File: src/rtl/ysyx_23060096_mem_arbiter.sv
// Shares one memory port between the IFU and LSU. Out-of-range requests get a local error response.
// Define YSYX_23060096_ARB_ROUND_ROBIN_EN to break ties by round robin instead of fixed LSU priority.
module ysyx_23060096_mem_arbiter #(
  parameter int                 ADDR_W   = 32,
  parameter int                 DATA_W   = 32,
  parameter logic [ADDR_W-1:0]  MEM_BASE = 32'h8000_0000,
  parameter logic [ADDR_W-1:0]  MEM_SIZE = 32'h0800_0000
) (
  input  logic                clk,
  input  logic                rst_n,
  input  logic                ifu_req_valid,
  output logic                ifu_req_ready,
  input  logic [ADDR_W-1:0]   ifu_addr,
  output logic                ifu_rsp_valid,
  output logic                ifu_rsp_err,
  output logic [DATA_W-1:0]   ifu_rdata,
  input  logic                lsu_req_valid,
  output logic                lsu_req_ready,
  input  logic [ADDR_W-1:0]   lsu_addr,
  input  logic                lsu_wen,
  input  logic [DATA_W-1:0]   lsu_wdata,
  input  logic [DATA_W/8-1:0] lsu_wmask,
  output logic                lsu_rsp_valid,
  output logic                lsu_rsp_err,
  output logic [DATA_W-1:0]   lsu_rdata,
  output logic                mem_req_valid,
  input  logic                mem_req_ready,
  output logic [ADDR_W-1:0]   mem_addr,
  output logic                mem_wen,
  output logic [DATA_W-1:0]   mem_wdata,
  output logic [DATA_W/8-1:0] mem_wmask,
  input  logic                mem_rsp_valid,
  input  logic [DATA_W-1:0]   mem_rdata
);

  typedef enum logic [2:0] {IDLE, BUSY_IFU, BUSY_LSU, ERR_IFU, ERR_LSU} state_t;

  state_t              state, state_nxt;
  logic                prio_lsu;
  logic                pick_lsu;
  logic                win_valid;
  logic                win_ok;
  logic                win_ready;
  logic                hs;
  logic                store_q;
  logic [ADDR_W-1:0]   win_addr;

  // Subtraction is only evaluated meaningfully once addr >= MEM_BASE, so no wrap.
  function automatic logic in_range(input logic [ADDR_W-1:0] a);
    return (a >= MEM_BASE) && ((a - MEM_BASE) < MEM_SIZE);
  endfunction

`ifdef YSYX_23060096_ARB_ROUND_ROBIN_EN
  logic last_lsu;

  always_ff @(posedge clk or negedge rst_n) begin
    if (!rst_n)  last_lsu <= 1'b1;
    else if (hs) last_lsu <= pick_lsu;
  end

  assign prio_lsu = !last_lsu;
`else
  assign prio_lsu = 1'b1;
`endif

  assign pick_lsu  = lsu_req_valid && (!ifu_req_valid || prio_lsu);
  assign win_valid = ifu_req_valid || lsu_req_valid;
  assign win_addr  = pick_lsu ? lsu_addr : ifu_addr;
  assign win_ok    = in_range(win_addr);

  always_comb begin
    state_nxt     = state;
    mem_req_valid = 1'b0;
    mem_addr      = '0;
    mem_wen       = 1'b0;
    mem_wdata     = '0;
    mem_wmask     = '0;
    win_ready     = 1'b0;
    hs            = 1'b0;
    case (state)
      IDLE: begin
        if (win_valid) begin
          if (win_ok) begin
            mem_req_valid = 1'b1;
            mem_addr      = win_addr;
            win_ready     = mem_req_ready;
            if (pick_lsu) begin
              mem_wen   = lsu_wen;
              mem_wdata = lsu_wdata;
              mem_wmask = lsu_wmask;
            end
          end else begin
            // Out-of-range requests are absorbed here and never reach memory.
            win_ready = 1'b1;
          end
          hs = win_ready;
          if (hs) begin
            if (win_ok) state_nxt = pick_lsu ? BUSY_LSU : BUSY_IFU;
            else        state_nxt = pick_lsu ? ERR_LSU  : ERR_IFU;
          end
        end
      end
      BUSY_IFU, BUSY_LSU: if (mem_rsp_valid) state_nxt = IDLE;
      ERR_IFU, ERR_LSU:   state_nxt = IDLE;
      default:            state_nxt = IDLE;
    endcase
  end

  assign ifu_req_ready = win_ready && !pick_lsu;
  assign lsu_req_ready = win_ready && pick_lsu;

  // The error pulse is launched at the handshake edge, so it is visible during ERR_x.
  always_ff @(posedge clk or negedge rst_n) begin
    if (!rst_n) begin
      state         <= IDLE;
      store_q       <= 1'b0;
      ifu_rsp_valid <= 1'b0;
      ifu_rsp_err   <= 1'b0;
      ifu_rdata     <= '0;
      lsu_rsp_valid <= 1'b0;
      lsu_rsp_err   <= 1'b0;
      lsu_rdata     <= '0;
    end else begin
      state         <= state_nxt;
      ifu_rsp_valid <= 1'b0;
      ifu_rsp_err   <= 1'b0;
      lsu_rsp_valid <= 1'b0;
      lsu_rsp_err   <= 1'b0;
      if (state == IDLE && hs) begin
        store_q <= pick_lsu && lsu_wen;
        if (!win_ok) begin
          if (pick_lsu) begin
            lsu_rsp_valid <= 1'b1;
            lsu_rsp_err   <= 1'b1;
            lsu_rdata     <= '0;
          end else begin
            ifu_rsp_valid <= 1'b1;
            ifu_rsp_err   <= 1'b1;
            ifu_rdata     <= '0;
          end
        end
      end
      if (state == BUSY_IFU && mem_rsp_valid) begin
        ifu_rsp_valid <= 1'b1;
        ifu_rdata     <= mem_rdata;
      end
      if (state == BUSY_LSU && mem_rsp_valid) begin
        lsu_rsp_valid <= 1'b1;
        lsu_rdata     <= store_q ? '0 : mem_rdata;
      end
    end
  end

endmodule

File: config.mk
export PLATFORM = sky130hd
export DESIGN_NAME = ysyx_23060096_mem_arbiter
export DESIGN_NICKNAME = d
export VERILOG_FILES = /design/src/rtl/ysyx_23060096_mem_arbiter.sv
export SDC_FILE = /design/constraint.sdc
export NUM_CORES = 1
export LEC_CHECK = 0
export ABC_AREA = 0
export BUFFER_PORTS_ARGS = -buffer_cell sky130_fd_sc_hd__buf_2
export CAP_MARGIN = 20
export CORE_ASPECT_RATIO = 0.7
export CORE_MARGIN = 2
export CORE_UTILIZATION = 35
export DETAILED_ROUTE_END_ITERATION = 12
export GPL_ROUTABILITY_DRIVEN = 0
export HOLD_SLACK_MARGIN = 0.06
export PLACE_DENSITY = 0.75
export SYNTH_ARGS = -nofsm -noshare
export SYNTH_HDL_FRONTEND = slang
export SYNTH_SLANG_ARGS = --single-unit
File: constraint.sdc
create_clock -name clk -period 3.2 [get_ports clk]
set_input_delay 0.32 -clock clk [delete_from_list [all_inputs] [get_ports clk]]
set_output_delay 0.32 -clock clk [all_outputs]
set_load 0.02 [all_outputs]
==> summary.txt <==
CTS buffer count = 9
R2R cell count = 4
type of the worst min-delay path = in -> async
Setup CP Type = reg -> out
CTS tree = built
Setup TNS = 0 ns
Clock Tree Buf Depth = 2
post-synthesis mux area share = 7.57%
Core Util, Final = 52.6%
required time worst endpoint = 2.88 ns
most common cell in the synthesized netlist = dfrtp_1
Clk pin slew, worst setup/hold paths = 0.06 ns
drt first pass iters = 4
# clock sinks = 72
Final Slew Violations = 0
initial core utilization = 35.9%
ys async rst share = 100%
Die H = 90.1 um
Worst VDD drop = 0.443 mV
post-DR wirelength/cell = 17.2 um
period utilization = 88.2%
DP Wirelength = 10.0 mm
Rows = 31
first-pass GRT wire length = 20.0 mm
Global Route Usage Sum = 22.3%
startpoint types = register
simple-gate area share of the yosys netlist = 16.9%
Die X = 127 um
commonest cells in the synthesized netlist = 72 x dfrtp_1, 40 x and2_1, 35 x nand2_1
adder-cell area share of the yosys netlist = 0.675%
clk_lat worst skew = 0.33 ns
GRT overflow = 0
Syn-to-layout area delta = 46.6%
data arrival time of the critical path = 2.50 ns
die area = 11,400 um^2
final wirelength = 13.1 mm
Antenna Nets Post-Route = 0
Synth Area in XOR/XNOR = 0%
max cap viols = 0
synth unique cells = 32
r2r setup slk = 1.08 ns
# setup viols final = 0
Yosys Warn Count = 0
status = finished clean
top cell type's share of synthesized area = 48.6%
Post-Synthesis Cell Area = 3700 um^2
Top-Level Pins = 279
Area after DPL = 5160 um^2
post-synthesis sequential area ratio = 48.6%
via count = 3,795
CP Max Fanout = 29
IO buf count = 274
Synth Area in Compound Gates = 20.5%
final instance area = 5430 um^2
EDFF count, synth = 0
DRC = 0
Reg-to-Reg Start = state[2]
RSZ-0062 raised after global routing = no
share of layout cells above drive strength 1 = 49.1%
Pleak = 3.11 nW
vias in the first global route = 3,689
largest family of logic cells by synthesized area = compound AO/OA/AOI/OAI gates
RR Endpoint = ifu_rdata[31]
Final min period = 2.82 ns
total core area = 10,300 um^2
max_slew headroom = 31.8%
H-tree depth = 3
area leader, netlist = dfrtp_1
PwrDens = 815 nW/um^2
initial antenna violation count = 0
Post-synth top flop = dfrtp_1
n_diodes = 0
number of nets in the layout = 768
Yosys reg bits = 72
DR vias/cell = 4.97
Design Power = 4.43 mW
Worst Tran Pin Value = 1.02 ns
Syn Inst Count = 364
CP endpoint kind = output pin
setup bufs post-CTS = 0
CTS root buf = clkbuf_16
clk_skew = 0.00689 ns
largest net degree at the start of global routing = 39
Final Hold Fails = 0
syn_area_per_cell = 10.2 um^2
post-CTS resize count = 0
dominant cells by area after synthesis = dfrtp_1 49%, a22o_1 7.6%, mux2i_1 7.6%
max frequency = 354 MHz
Iteration-0 DRC Markers = 173
hold buffer count at CTS = 0
-- layer usage --
layer / share of wire, % / wire length, um / GRT usage (%)
met1: 43 / 5700 / 29.8
met5: 0 / 0 / 0
met2: 49 / 6480 / 37.1
met4: 1.1 / 145 / 5.40
met3: 6.0 / 786 / 5.06
-- critical path, stage by stage (launching register included) --
cell and delay [ns]:
dfrtp_1 0.43, or2_1 0.41, nor3_4 0.31, nand2_1 0.55, nor2_1 0.27, buf_2 0.19
-- placed cells by master, fill, tap and decap left out, types with 3 or more instances in the layout --
cell type   count
clkbuf_16       9
inv_1           4
clkinvlp_4      3
o21ai_0        31
dfrtp_1        72
conb_1          4
nor2_1         32
a22oi_1        32
a22o_1         32
and2_1         40
buf_4           9
buf_2         274
nor3_4          3
nand2_1        35
mux2i_1        28
o21ai_1         4
-- state kept, by name, indices dropped and copies added, names as in the netlist --
| signal | cells |
|---|---|
| ifu_rsp_valid | 1 |
| lsu_rdata | 32 |
| ifu_rsp_err | 1 |
| state | 3 |
| ifu_rdata | 32 |
| store_q | 1 |
| lsu_rsp_err | 1 |
| lsu_rsp_valid | 1 |
-- cell type report --
type,instances,area (um^2)
well taps,132,165
repair buffers,283,1440
inverters,5,21.3
multi-input cells,256,1730
clock buffers,11,243
fillers,967,4890
clock inverters,5,32.5
flip-flops and latches,72,1800
-- worst max-delay path by stage --
stage / startpoint / to / slack (ns)
3_5_place_dp: lsu_req_valid / mem_addr[6] / 0.58
6_report: state[2] / mem_addr[2] / 0.38
2_1_floorplan: state[2] / mem_addr[19] / 1.15
3_3_place_gp: lsu_req_valid / mem_addr[1] / 0.75
4_1_cts: state[2] / mem_addr[6] / 0.36
5_1_grt: state[2] / mem_addr[2] / 0.12
-- metrics by stage --
stage	std cells	hold WS, ns	setup WS [ns]
6_report	764	0.101	0.379
5_1_grt	764	0.152	0.118
4_1_cts	764	0.120	0.362
3_5_place_dp	748	0.469	0.583
3_3_place_gp	748	0.464	0.749
2_1_floorplan	367	0.0244	1.15
-- where the power goes --
group	switching (mW)	internal, mW
Sequential	0.253	1.29
Clock	0.374	0.543
Combinational	1.25	0.718
-- cells by family (layout without fill, tap and decap cells) --
logic type / Yosys count / in the layout
compound gates: 104 / 104
fa+ha+maj: 2 / 2
buf+inv: 39 / 304
flops: 72 / 72
mux: 28 / 28
other cells: 1 / 4
simple gates: 118 / 118
(Power assumes the default switching activity.)
